--- config.mk ---
export PLATFORM = sky130hd
export DESIGN_NAME = div_meter
export DESIGN_NICKNAME = d
export VERILOG_FILES = /design/src/rtl/div_meter.sv
export SDC_FILE = /design/constraint.sdc
export NUM_CORES = 1
export LEC_CHECK = 0
export ABC_AREA = 0
export CORE_MARGIN = 2
export CORE_UTILIZATION = 45
export CTS_BUF_LIST = sky130_fd_sc_hd__clkbuf_16
export CTS_CLUSTER_DIAMETER = 150
export DETAILED_ROUTE_END_ITERATION = 16
export PLACE_DENSITY = 0.6
export SYNTH_ARGS = -nofsm -noshare
export SYNTH_HDL_FRONTEND = slang
export SYNTH_SLANG_ARGS = --single-unit
--- constraint.sdc ---
create_clock -name clk -period 8.8 [get_ports clk]
set_input_delay 1.76 -clock clk [delete_from_list [all_inputs] [get_ports clk]]
set_output_delay 1.76 -clock clk [all_outputs]
set_load 0.01 [all_outputs]
--- src/rtl/div_meter.sv ---
// div_meter: measures edge count, edge-to-edge period range and high time of an async input
// over a fixed gate window of clk cycles; all result counters saturate.
module div_meter #(
    parameter int GATE_CYCLES = 1000,
    parameter int CNT_W = 16
) (
    input  logic             clk,
    input  logic             rst,
    input  logic             sig_in,
    input  logic             start,
    output logic             busy,
    output logic             done,
    output logic [CNT_W-1:0] edge_cnt,
    output logic [CNT_W-1:0] period_min,
    output logic [CNT_W-1:0] period_max,
    output logic [CNT_W-1:0] high_cnt,
    output logic             period_valid,
    output logic             sat
);
    localparam int GW = $clog2(GATE_CYCLES);
    localparam logic [CNT_W-1:0] MAX = '1;
    localparam logic [GW-1:0] LAST = GW'(GATE_CYCLES - 1);

    typedef enum logic [1:0] {IDLE, MEAS, DONE} state_t;
    state_t r_state, w_state_n;

    logic r_s1, r_s2, r_s3, w_rise;
    logic [CNT_W-1:0] r_edge, r_high, r_pmin, r_pmax, r_ptimer;
    logic [GW-1:0] r_gate;
    logic r_first, r_sat;
    logic [CNT_W:0] w_edge_inc, w_high_inc, w_ptimer_inc;
    logic [CNT_W-1:0] w_edge_n, w_high_n, w_pmin_n, w_pmax_n, w_ptimer_n, w_period;
    logic w_sat_n, w_last, w_upd, w_valid;

    // returns {clamped, result}
    function automatic logic [CNT_W:0] inc_sat(input logic [CNT_W-1:0] a, input logic inc);
        return (inc && a == MAX) ? {1'b1, a} : {1'b0, a + CNT_W'(inc)};
    endfunction

    always_ff @(posedge clk or posedge rst) begin
        if (rst) begin
            r_s1 <= 1'b0;
            r_s2 <= 1'b0;
            r_s3 <= 1'b0;
        end else begin
            r_s1 <= sig_in;
            r_s2 <= r_s1;
            r_s3 <= r_s2;
        end
    end

    assign w_rise = r_s2 & ~r_s3;

    always_ff @(posedge clk or posedge rst) begin
        if (rst)
            r_state <= IDLE;
        else
            r_state <= w_state_n;
    end

    always_comb begin
        w_state_n = IDLE;
        case (r_state)
            IDLE:    w_state_n = start ? MEAS : IDLE;
            MEAS:    w_state_n = w_last ? DONE : MEAS;
            default: w_state_n = IDLE;
        endcase
    end

    assign busy = r_state == MEAS;
    assign done = r_state == DONE;

    always_comb begin
        w_last       = r_state == MEAS && r_gate == LAST;
        w_upd        = w_rise & r_first;
        w_edge_inc   = inc_sat(r_edge, w_rise);
        w_high_inc   = inc_sat(r_high, r_s2);
        w_ptimer_inc = inc_sat(r_ptimer, 1'b1);
        w_period     = w_ptimer_inc[CNT_W-1:0];
        w_edge_n     = w_edge_inc[CNT_W-1:0];
        w_high_n     = w_high_inc[CNT_W-1:0];
        w_ptimer_n   = w_rise ? '0 : r_first ? w_period : r_ptimer;
        w_pmin_n     = (w_upd && w_period < r_pmin) ? w_period : r_pmin;
        w_pmax_n     = (w_upd && w_period > r_pmax) ? w_period : r_pmax;
        // the timer only counts (and can clamp) once the first edge has been seen
        w_sat_n      = r_sat | w_edge_inc[CNT_W] | w_high_inc[CNT_W] | (r_first & w_ptimer_inc[CNT_W]);
        w_valid      = w_edge_n >= CNT_W'(2);
    end

    always_ff @(posedge clk or posedge rst) begin
        if (rst) begin
            r_edge   <= '0;
            r_high   <= '0;
            r_pmin   <= '1;
            r_pmax   <= '0;
            r_ptimer <= '0;
            r_gate   <= '0;
            r_first  <= 1'b0;
            r_sat    <= 1'b0;
        end else if (r_state == IDLE && start) begin
            r_edge   <= '0;
            r_high   <= '0;
            r_pmin   <= '1;
            r_pmax   <= '0;
            r_ptimer <= '0;
            r_gate   <= '0;
            r_first  <= 1'b0;
            r_sat    <= 1'b0;
        end else if (r_state == MEAS) begin
            r_edge   <= w_edge_n;
            r_high   <= w_high_n;
            r_pmin   <= w_pmin_n;
            r_pmax   <= w_pmax_n;
            r_ptimer <= w_ptimer_n;
            r_gate   <= r_gate + 1'b1;
            r_first  <= r_first | w_rise;
            r_sat    <= w_sat_n;
        end
    end

    // results are captured from the final sample so they are valid while done is high
    always_ff @(posedge clk or posedge rst) begin
        if (rst) begin
            edge_cnt     <= '0;
            period_min   <= '0;
            period_max   <= '0;
            high_cnt     <= '0;
            period_valid <= 1'b0;
            sat          <= 1'b0;
        end else if (w_last) begin
            edge_cnt     <= w_edge_n;
            period_min   <= w_valid ? w_pmin_n : '0;
            period_max   <= w_pmax_n;
            high_cnt     <= w_high_n;
            period_valid <= w_valid;
            sat          <= w_sat_n;
        end
    end
endmodule

Word level (Yosys, flattened, before mapping)
Cells that the tools add are included.
{ "totals": {"ff_bits": 163, "latch_bits": 0, "mem_bits_rw": 0, "rom_bits": 0, "out_inout_bits": 68, "wordCells": 76, "mem_count": 0} }
{ "classes": {"addsub": 4, "n_mul": 0, "div": 0, "order_cmp": 3, "n_eq_ne": 6, "shift": 0, "muxes": 27, "bitwise_logic": 8, "n_reduce_logical": 10} }
{ "ops": {"columns": ["operator", "n"], "rows": [
  ["2-to-1 mux 16 bit", 15],
  ["2-to-1 mux 17 bit", 3],
  ["== test 16 bit (second input constant)", 3],
  ["adder 16 x 1 -> 16 bit", 2],
  ["2-to-1 mux 10 bit", 2],
  ["adder 16 x 1 -> 16 bit (second input constant)", 1],
  ["greater-or-equal comparator 16 x 2 -> 1 bit (second input constant)", 1],
  ["greater-than comparator 16 bit", 1],
  ["< comparator 16 bit", 1],
  ["adder 10 x 1 -> 10 bit (second input constant)", 1],
  ["== test 10 bit (second input constant)", 1],
  ["logical AND 1 bit", 6],
  ["2-to-1 mux 1 bit", 5],
  ["OR 1 bit", 4],
  ["case mux 2 bit (2 select lines)", 1],
  ["bitwise AND 1 bit", 3],
  ["nonzero test 3 bit", 1],
  ["== test 2 x 1 -> 1 bit (second input constant)", 1],
  ["== test 2 bit (second input constant)", 1],
  ["zero test 2 bit", 1],
  ["2-to-1 mux 2 bit", 1],
  ["AND reduction 2 bit", 1],
  ["nonzero test 2 bit", 1],
  ["inverter 1 bit", 1]
]} }

Longest topological paths before layout
Gate-level depths: netlist of run 1.
{ "logic_depth": {"word_depth": 9, "mapped_depth": 17, "ltp_nobuf": 14} }

Least setup slack after synthesis of run 1
No wires, ideal clock.
{ "synth_path": {"path_type": "register -> register", "start": "reg r_ptimer[0]", "end": "reg r_pmax[5]", "arrival_time_ps": 3829, "t_required_ps": 8733, "path_slack_ps": 4904, "path_stages_with_launch": 17, "n_path_buf": 2, "period_less_slack_ps": 3896, "path_cell_list": "dfrtp_1 ha_1 nand3_4 nor4_4 or2_2 clkbuf_1 nor2_1 xor2_1 ha_1 and3_1 a221oi_1 o21ai_0 o211ai_1 a41oi_1 o21ai_1 clkbuf_1 a22o_1"} }
{ "synth_between": {"elab_chain_cells": 7, "elab_cells_between_ends": 8, "classes_between": "add/sub (1); order compare (1); eq/ne (1); mux (4); reduce/logical (1)"} }
{ "synth_lines": {"columns": ["element", "line", "text"], "rows": [
  ["start: declaration", "28", "logic [CNT_W-1:0] r_edge, r_high, r_pmin, r_pmax, r_ptimer;"],
  ["start signal: assignment", "114", "r_ptimer <= w_ptimer_n;"],
  ["adder 16 x 1 -> 16 bit / == test 16 bit (equally long branches)", "37", "return (inc && a == MAX) ? {1'b1, a} : {1'b0, a + CNT_W'(inc)};"],
  ["2-to-1 mux 17 bit *", "37", null],
  ["greater-than comparator 16 bit", "84", "w_pmax_n = (w_upd && w_period > r_pmax) ? w_period : r_pmax;"],
  ["logical AND 1 bit", "84", null],
  ["2-to-1 mux 16 bit *", "84", null],
  ["2-to-1 mux 16 bit *", "109", "end else if (r_state == MEAS) begin"],
  ["2-to-1 mux 16 bit *", "100", "end else if (r_state == IDLE && start) begin"],
  ["end signal: assignment", "113", "r_pmax <= w_pmax_n;"],
  ["end: declaration", "28", null]
]} }
Mark *: on every way between the ends. The rest lies on a longest branch, timed or not. The select of a mux whose other input is x is not followed.
A chain may end at the register's enable or synchronous reset.

Worst setup path in the final report of run 1
{ "layout_path": {"start": "reg r_ptimer[0]", "end": "reg r_pmin[13]"} }
{ "layout_between": {"elab_chain_cells": 7, "elab_cells_between_ends": 8, "classes_between": "add/sub (1); order compare (1); eq/ne (1); mux (4); reduce/logical (1)"} }
{ "layout_lines": {"columns": ["element", "line", "text"], "rows": [
  ["adder 16 x 1 -> 16 bit / == test 16 bit (equally long branches)", "37", null],
  ["2-to-1 mux 17 bit *", "37", null],
  ["< comparator 16 bit", "83", "w_pmin_n = (w_upd && w_period < r_pmin) ? w_period : r_pmin;"],
  ["logical AND 1 bit", "83", null],
  ["2-to-1 mux 16 bit *", "83", null],
  ["2-to-1 mux 16 bit *", "109", null],
  ["2-to-1 mux 16 bit *", "100", null],
  ["end signal: assignment", "112", "r_pmin <= w_pmin_n;"],
  ["end: declaration", "28", null]
]} }
Marked as above.

==> results of run 1 <==
path summary, 6_finish.rpt:
path	depth (start not counted)	slack [ns]	end	startpoint
setup / recovery	14	4.07	r_pmin[13]	r_ptimer[0]
setup reg to reg	14	4.07	r_pmin[13]	r_ptimer[0]
hold reg to reg	0	0.38	r_s2	r_s1
max in group asynchronous	3	5.49	r_edge[1]	rst
hold / removal	0	0.38	r_s2	r_s1
min in group asynchronous	2	1.88	period_max[5]	rst
worst max-delay path, cell delays in order, from the launching register on:
cell      delay [ns]
dfrtp_1         0.45
ha_1            0.28
nand3_4         0.14
nor4_4          0.49
or2_2           0.26
nor3_1          0.08
xor2_1          0.52
ha_1            0.37
a21oi_1         0.14
nor2b_1         0.06
o21ai_0         0.15
nand4b_1        0.16
nor3_4          0.97
nand2_4         0.29
o22a_1          0.29
cells by family after synthesis:
| logic type | Yosys count | share of synthesized area |
|---|---|---|
| muxes | 28 | 0.0327 |
| DFF | 163 | 0.476 |
| buffers and inverters | 90 | 0.0466 |
| adders and majority gates | 37 | 0.0537 |
| and+or+nand+nor | 295 | 0.166 |
| xor gates and xnor gates | 42 | 0.0436 |
| AOI/OAI and AO/OA | 238 | 0.182 |
sequential cells by signal, indices dropped and copies added, names as in the netlist:
| register | count |
|---|---|
| r_state | 2 |
| r_first | 1 |
| period_max | 16 |
| high_cnt | 16 |
| r_edge | 16 |
| r_sat | 1 |
| sat | 1 |
| r_s1 | 1 |
| r_pmin | 16 |
| edge_cnt | 16 |
| r_gate | 10 |
| r_s3 | 1 |
| period_min | 16 |
| r_ptimer | 16 |
| period_valid | 1 |
| r_pmax | 16 |
| r_high | 16 |
| r_s2 | 1 |
metal layers:
layer | track usage | vias up | routed length (um)
met2 | 0.334 | 143 | 9640
met5 | 0 | - | 0
met4 | 0.0558 | 0 | 279
met1 | 0.325 | 3314 | 10500
li1 | - | 3303 | -
met3 | 0.0427 | 19 | 881
power by group through the flow:
stage	sequential, mW	combinational (mW)	clock, mW
2_1_floorplan	0.926	0.375	0
3_3_place_gp	0.980	0.435	0
3_5_place_dp	0.982	0.444	0
4_1_cts	0.970	0.449	0.828
5_1_grt	0.988	0.504	0.858
6_report	0.973	0.444	0.812
area by class of cell:
cell class | count | area [um^2] | share of cell area
repair buffers | 88 | 838 | 0.0826
clock buffers | 17 | 425 | 0.0419
clock inverters | 15 | 214 | 0.0211
multi-input cells | 640 | 4130 | 0.407
well taps | 234 | 293 | 0.0288
flip-flops and latches | 163 | 4100 | 0.404
inverters | 40 | 155 | 0.0153
cells in the mapped netlist, types with 3 or more instances:
master and n:
and3_1 15, nand3_1 32, o21ai_1 12, a41oi_1 3, xor2_1 19, nor2b_1 4, a21oi_1 20, o21a_1 3
o221a_2 6, a22o_1 32, mux2i_1 27, xnor2_1 22, dfstp_2 16, ha_1 37, nand4_1 21, a31oi_1 8
nor4_1 3, o21ai_0 99, and4_1 7, inv_1 39, o211ai_1 4, dfrtp_1 147, a21o_1 5, or2_2 4
o31ai_1 17, o22a_1 16, nand2b_1 10, buf_2 10, and2_1 4, nor2_1 46, nor3_1 7, clkbuf_1 31
nand2_1 129, or3_1 4
metrics by stage:
step	hold WS, ns	setup slack (ns)
finish	0.382	4.07
global route	0.383	3.68
CTS	0.377	4.07
detailed placement	0.340	4.09
global placement	0.362	4.12
floorplan	0.331	2.66
==> flow_summary_export.csv, run 1 <==
group,metric,value,unit
clocking,numClockSinks,163,
die,die_height,142,um
global_route,grt_use_total,0.220,
setup_path,end_kind,"flop",
min_path,hold_class,"flop to flop",
run,max_cap_violations,0,
clocking,cts_tree,"built",
synthesis,synth-seq-cells,163,
timing,finalClockSkew,0.0113,ns
timing,maxSlewHeadroom,0.229,
power,clock_power_share,0.364,
finish,n_antenna_cell,0,
timing,tightest_slew,1.15,ns
finish,layout_common_cells,"dfrtp_1 (147), nand2_1 (129), o21ai_0 (99), clkdlybuf4s50_1 (71), nor2_1 (45)",
power,p_sw,0.690,mW
synthesis,async_reset_ff_frac,1.00,
timing,rsz0062_at_grt,"no",
power,power_frac_seq,0.437,
drt,routedWlPerCell,17.8,um
die,rows,50,
global_route,grt_overflow,0,
clocking,cts_resized,0,
finish,final_area,10200,um^2
power,p_comb_frac,0.199,
setup_path,path_class,"flop to flop",
setup_path,arrival,5.09,ns
placement,portBuffers,71,
setup_path,start_kind,"flop",
clocking,ctsHtreeMaxLevel,4,
synthesis,synthTopCellsByArea,"dfrtp_1 (43%), o21ai_0 (5.8%), nand2_1 (5.6%)",
timing,hold_violations,0,
timing,setup_tns,0,ns
synthesis,synth_edf_count,0,
power,p_per_area,220,nW/um^2
timing,fmax,211,MHz
clocking,cts-hold-fix-buffers,0,
synthesis,synthFlopType,"dfrtp_1",
synthesis,synth_top_area_frac,0.427,
placement,place_area,9510,um^2
drt,antenna_left,0,
drt,drc,0,
finish,nets,991,
power,p_int,1.54,mW
synthesis,synth_area,8610,um^2
finish,final_util,0.541,
power,peakVddDrop,0.000114,V
drt,wl,21300,um
power,power,2.23,mW
power,switching_share,0.310,
finish,fillers,1733,
drt,drt_first_iter_violations,492,
placement,place_hpwl,14200,um
synthesis,netlist-cell-type-count,64,
timing,setup_viol,0,
finish,layout_commonest_cell,"dfrtp_1",
die,fp.dieW,142,um
synthesis,yosysSeqAreaShare,0.476,
drt,viasPerCell,5.66,
global_route,grt_pass1_vias,6585,
synthesis,postSynthAreaPerCell,9.65,um^2
setup_path,worstPathRequired,9.15,ns
global_route,grt_max_degree,99,
synthesis,ys_warn_count,0,
drt,first_pass_iters,5,
timing,layout_min_cycle_time,4.73,ns
die,core_area,18800,um^2
placement,place.gp.congestion,0.903,
clocking,cts_setup_buffers,0,
power,p_leak,4.39,nW
outcome,outcome,"finished clean",
placement,placed_cells,1165,
clocking,cts_root_buf,"clkbuf_16",
drt,vias,6779,
finish,drive_gt1_frac,0.0914,
clocking,clk_latency,0.43,ns
die,start_util,0.459,
clocking,numCtsBuffers,17,
setup_path,path_max_fanout,18,
synthesis,syn_nets,934,
finish,area_growth,17.9,%
clocking,clk_pin_slew,0.06,ns
clocking,clockBufferDepth,2,
die,die-area,20300,um^2
global_route,grt_pass1_wl,35100,um
synthesis,synth_cells,893,
timing,fin_crit_sh,0.538,
timing,maxSlewViolCount,0,
global_route,antenna_found_initial,0,
synthesis,yosysTopAreaCell,"dfrtp_1",
die,ios,72,
finish,instances_no_fill,1197,
Power figures use the tool's default switching activity.
==> run 2, diff against run 1 <==
--- a/config.mk
+++ b/config.mk
@@ -11,7 +11,7 @@
 export CTS_BUF_LIST = sky130_fd_sc_hd__clkbuf_16
 export CTS_CLUSTER_DIAMETER = 150
 export DETAILED_ROUTE_END_ITERATION = 16
-export PLACE_DENSITY = 0.6
+export PLACE_DENSITY = 0.63
 export SYNTH_ARGS = -nofsm -noshare
 export SYNTH_HDL_FRONTEND = slang
 export SYNTH_SLANG_ARGS = --single-unit
==> constraint.sdc (replaced) <==
create_clock -name clk -period 4 [get_ports clk]
set_input_delay 0.8 -clock clk [delete_from_list [all_inputs] [get_ports clk]]
set_output_delay 0.8 -clock clk [all_outputs]
set_load 0.01 [all_outputs]
==> flow_summary_export.csv, run 2 (synthesized netlist as in run 1, its figures left out) <==
group,metric,value,unit
finish,multi_input_area,4140,um^2
timing,hold_violations,0,
die,start_util,0.459,
setup_path,worstPathRequired,4.31,ns
timing,finalClockSkew,0.0160,ns
die,rows,50,
finish,fillers,1671,
global_route,grt_max_degree,49,
clocking,numClockSinks,163,
finish,layout_common_cells,"dfrtp_1 (147), nand2_1 (129), o21ai_0 (99), clkdlybuf4s50_1 (71), nor2_1 (46)",
power,p_comb_frac,0.214,
setup_path,end_kind,"flop",
global_route,grt_use_total,0.221,
setup_path,path_class,"flop to flop",
drt,routedWlPerCell,17.5,um
die,ios,72,
setup_path,cp_common_cell,"ha_1",
drt,drc,0,
setup_path,start_kind,"flop",
global_route,grt_pass1_vias,6663,
drt,drt_first_iter_violations,459,
setup_path,path_max_fanout,9,
power,p_int,3.37,mW
timing,tightest_slew,0.805,ns
clocking,clockBufferDepth,2,
power,switching_share,0.312,
die,die-area,20300,um^2
drt,vias,6823,
timing,fin_crit_sh,0.929,
timing,setup_viol,0,
drt,wl,21300,um
outcome,outcome,"finished clean",
timing,layout_min_cycle_time,3.72,ns
finish,nets,1013,
finish,area_growth,19.7,%
clocking,cts_tree,"built",
finish,layout_commonest_cell,"dfrtp_1",
die,fp.dieW,142,um
clocking,numCtsBuffers,17,
die,core_area,18800,um^2
die,die_height,142,um
setup_path,crit_chain,"ha_1 > nand3_4 > nor4_4 > or2_2 > nor2_1 > xor2_1 > ha_1 > and3_1 > a221oi_1 > o21ai_0 > o211ai_1 > a41oi_1 > buf_4 > nand2b_1 > o221a_2",
clocking,clk_latency,0.43,ns
power,p_leak,4.50,nW
timing,fmax,269,MHz
power,peakVddDrop,0.000339,V
setup_path,critPathSlowestCell,"dfrtp_1",
finish,drive_gt1_frac,0.110,
clocking,cts_root_buf,"clkbuf_16",
placement,place.gp.congestion,0.891,
drt,antenna_left,0,
min_path,hold_class,"flop to flop",
global_route,grt_overflow,0,
finish,n_antenna_cell,0,
power,clock_power_share,0.352,
timing,rsz0062_at_grt,"no",
power,p_per_area,475,nW/um^2
clocking,ctsHtreeMaxLevel,4,
placement,portBuffers,71,
global_route,grt_pass1_wl,35200,um
placement,place_hpwl,14700,um
timing,maxSlewHeadroom,0.463,
finish,seq_area,4100,um^2
drt,first_pass_iters,5,
timing,maxSlewViolCount,0,
global_route,antenna_found_initial,0,
setup_path,max_stage_delay,0.41,ns
timing,setup_tns,0,ns
setup_path,arrival,4.03,ns
clocking,clk_pin_slew,0.06,ns
power,p_sw,1.53,mW
power,power_frac_seq,0.435,
finish,final_util,0.550,
drt,viasPerCell,5.60,
run,max_cap_violations,0,
[run 2: final cells by class]
class / instances / share of cell area
clock buffer: 17 / 0.0412
clock inverter: 15 / 0.0184
inverter: 40 / 0.0149
multi-input combinational: 640 / 0.401
sequential: 163 / 0.397
tap: 234 / 0.0284
timing repair buffer: 110 / 0.0985
[run 2: critical path: cells and delay by family (launching register included)]
family                     cells  cell delay [ns]
and+or+nand+nor                6             1.26
AOI/OAI and AO/OA              5             0.97
adders and majority gates      2             0.53
DFF                            1             0.41
xor gates and xnor gates       1             0.22
buffers and inverters          1             0.21
[run 2: power by group through the flow]
stage	sequential [mW]	clock (mW)	combinational [mW]
detailed placement	2.15	0	1.03
global route	2.16	1.82	1.17
floorplan	2.04	0	0.826
finish	2.13	1.72	1.05
CTS	2.13	1.75	1.05
global placement	2.14	0	1.01
[run 2: timing repair]
item,4_1_cts,5_1_grt
endpoints found under the setup margin,0,50
buffers inserted,0,1
hold buffers,0,0
resized for setup,0,1
[run 2: per-layer routing]
metal / vias to the layer above / track usage / routed length (um)
li1: 3345 / - / -
met4: 0 / 0.0521 / 183
met1: 3280 / 0.326 / 10800
met2: 184 / 0.333 / 9410
met3: 14 / 0.0481 / 956
met5: - / 0 / 0
[run 2: metrics by stage]
step	instance area (um^2)	power, mW	setup slack, ns	cells	hold WS, ns
finish	10300	4.90	0.283	1219	0.408
global route	10300	5.15	0.0224	1219	0.418
CTS	10300	4.92	0.176	1218	0.415
detailed placement	9680	3.19	0.195	1186	0.378
global placement	9680	3.16	0.257	1186	0.400
floorplan	8620	2.86	0.104	893	0.331
[run 2: worst paths after layout]
path                              from        endpoint  slack, ns  cells after the start
max reg2reg                r_ptimer[1]  period_max[15]       0.28                     15
min in group asynchronous          rst     r_ptimer[5]       0.85                      2
max in group asynchronous          rst       r_gate[8]       2.14                      3
min reg2reg                       r_s1            r_s2       0.41                      0
max                        r_ptimer[1]  period_max[15]       0.28                     15
min                               r_s1            r_s2       0.41                      0
==> run 3, diff against run 2 <==
--- a/config.mk
+++ b/config.mk
@@ -11,7 +11,7 @@
 export CTS_BUF_LIST = sky130_fd_sc_hd__clkbuf_16
 export CTS_CLUSTER_DIAMETER = 150
 export DETAILED_ROUTE_END_ITERATION = 16
-export PLACE_DENSITY = 0.63
+export PLACE_DENSITY = 0.67
 export SYNTH_ARGS = -nofsm -noshare
 export SYNTH_HDL_FRONTEND = slang
 export SYNTH_SLANG_ARGS = --single-unit
==> flow_summary_export.csv, run 3 (synthesized netlist as in run 1, its figures left out) <==
group,metric,value,unit
timing,setup_tns,0,ns
drt,drt_first_iter_violations,604,
die,ios,72,
placement,preCtsSetupSlack,0.00220,ns
global_route,grt_pass1_vias,6760,
drt,antenna_left,0,
finish,multi_input_area,4150,um^2
power,power,4.86,mW
clocking,ctsHtreeMaxLevel,4,
setup_path,path_max_fanout,9,
clocking,cts_root_buf,"clkbuf_16",
die,fp.dieW,142,um
setup_path,r2r-end,"period_max[15]",
placement,place_hpwl,14600,um
power,p_per_area,472,nW/um^2
min_path,hold_class,"flop to flop",
setup_path,end_kind,"flop",
drt,routedWlPerCell,17.5,um
power,p_sw,1.59,mW
clocking,cts-hold-fix-buffers,0,
drt,drc,0,
finish,n_antenna_cell,0,
power,p_int,3.27,mW
min_path,whs_path_depth,0,
clocking,numClockSinks,163,
drt,wl,21200,um
global_route,grt_max_degree,49,
placement,place.gp.congestion,0.902,
placement,portBuffers,71,
finish,fillers,1665,
setup_path,worstPathRequired,4.32,ns
timing,tightest_slew,0.677,ns
global_route,antenna_found_initial,0,
drt,viasPerCell,5.66,
setup_path,ff2ff_setup_slack,0.20,ns
power,switching_share,0.327,
clocking,clockBufferDepth,2,
timing,hold_violations,0,
timing,setup_viol,0,
clocking,cts_tree,"built",
timing,layout_setup_ws,0.204,ns
die,die_height,142,um
power,p_comb_frac,0.213,
global_route,grt_use_total,0.221,
setup_path,rr_worst_depth,13,
setup_path,startpoint,"r_ptimer[1]",
timing,layout_min_cycle_time,3.80,ns
placement,place_area,9660,um^2
clocking,numCtsBuffers,17,
setup_path,r2r_start,"r_ptimer[1]",
die,core_area,18800,um^2
timing,rsz0062_at_grt,"no",
power,power_frac_seq,0.437,
min_path,min_from,"r_s1",
global_route,grt_pass1_wl,35400,um
min_path,min_to,"r_s2",
finish,area_growth,19.5,%
finish,drive_gt1_frac,0.113,
outcome,outcome,"finished clean",
clocking,clk_latency,0.43,ns
drt,first_pass_iters,5,
finish,final_area,10300,um^2
timing,fin_crit_sh,0.949,
setup_path,path_class,"flop to flop",
setup_path,arrival,4.12,ns
finish,nets,1010,
die,start_util,0.459,
drt,vias,6884,
global_route,grt_overflow,0,
die,die-area,20300,um^2
timing,fmax,263,MHz
timing,maxSlewHeadroom,0.548,
clocking,clk_pin_slew,0.07,ns
finish,seq_area,4100,um^2
power,clock_power_share,0.349,
power,peakVddDrop,0.000321,V
run,max_cap_violations,0,
timing,finalClockSkew,0.0112,ns
finish,layout_commonest_cell,"dfrtp_1",
finish,layout_common_cells,"dfrtp_1 (147), nand2_1 (129), o21ai_0 (99), clkdlybuf4s50_1 (71), nor2_1 (46)",
setup_path,start_kind,"flop",
power,p_leak,4.48,nW
timing,maxSlewViolCount,0,
die,rows,50,
run 3: cell type report:
cell class                      count  share of cell area
Clock buffer                       19              0.0462
Multi-Input combinational cell    640               0.403
Inverter                           40              0.0150
Sequential cell                   163               0.398
Timing Repair Buffer              107              0.0965
Tap cell                          234              0.0284
Clock inverter                     13              0.0130
run 3: metal layers:
layer  up-vias  GRT usage  wire length, um
met2       172      0.341             9670
met1      3351      0.321            10200
li1       3333          -                -
met3        28     0.0434             1080
met4         0     0.0599              313
met5         -          0                0
run 3: through the flow:
stage	util	instances	hold WS [ns]
global placement	0.514	1183	0.397
CTS	0.547	1215	0.419
detailed placement	0.514	1183	0.378
floorplan	-	893	0.331
finish	0.548	1216	0.415
global route	0.548	1216	0.415
run 3: timing repair:
action | in CTS | in global routing
setup endpoints to repair | 2 | 59
pin swaps | 0 | 1
gates resized for setup | 1 | 2
buffers inserted | 0 | 1
run 3: worst max-delay path: stages (launching register included):
cell and delay (ns):
dfrtp_1 0.39, ha_1 0.25, nand3_4 0.13, nor4_4 0.35, buf_4 0.21, mux2_2 0.36
ha_1 0.29, nor2b_1 0.14, o21a_1 0.16, o21a_1 0.17, o21ai_0 0.23, a41oi_2 0.25
nand2b_1 0.39, o221a_2 0.36
run 3: worst max-delay path by stage:
stage | end | slack (ns) | depth (start not counted)
final | period_max[15] | 0.20 | 13
after floorplan | r_pmax[5] | 0.10 | 16
after CTS | period_min[3] | 0.11 | 16
after global placement | period_min[3] | 0.15 | 16
after detailed placement | r_pmax[14] | 0.002 | 13
after global routing | period_min[3] | 0.01 | 16
run 3: power by group through the flow:
| stage | sequential [mW] | combinational, mW | clock [mW] |
|---|---|---|---|
| 2_1_floorplan | 2.04 | 0.826 | 0 |
| 5_1_grt | 2.17 | 1.17 | 1.80 |
| 3_5_place_dp | 2.15 | 1.01 | 0 |
| 4_1_cts | 2.12 | 1.03 | 1.73 |
| 6_report | 2.13 | 1.04 | 1.70 |
| 3_3_place_gp | 2.14 | 0.996 | 0 |
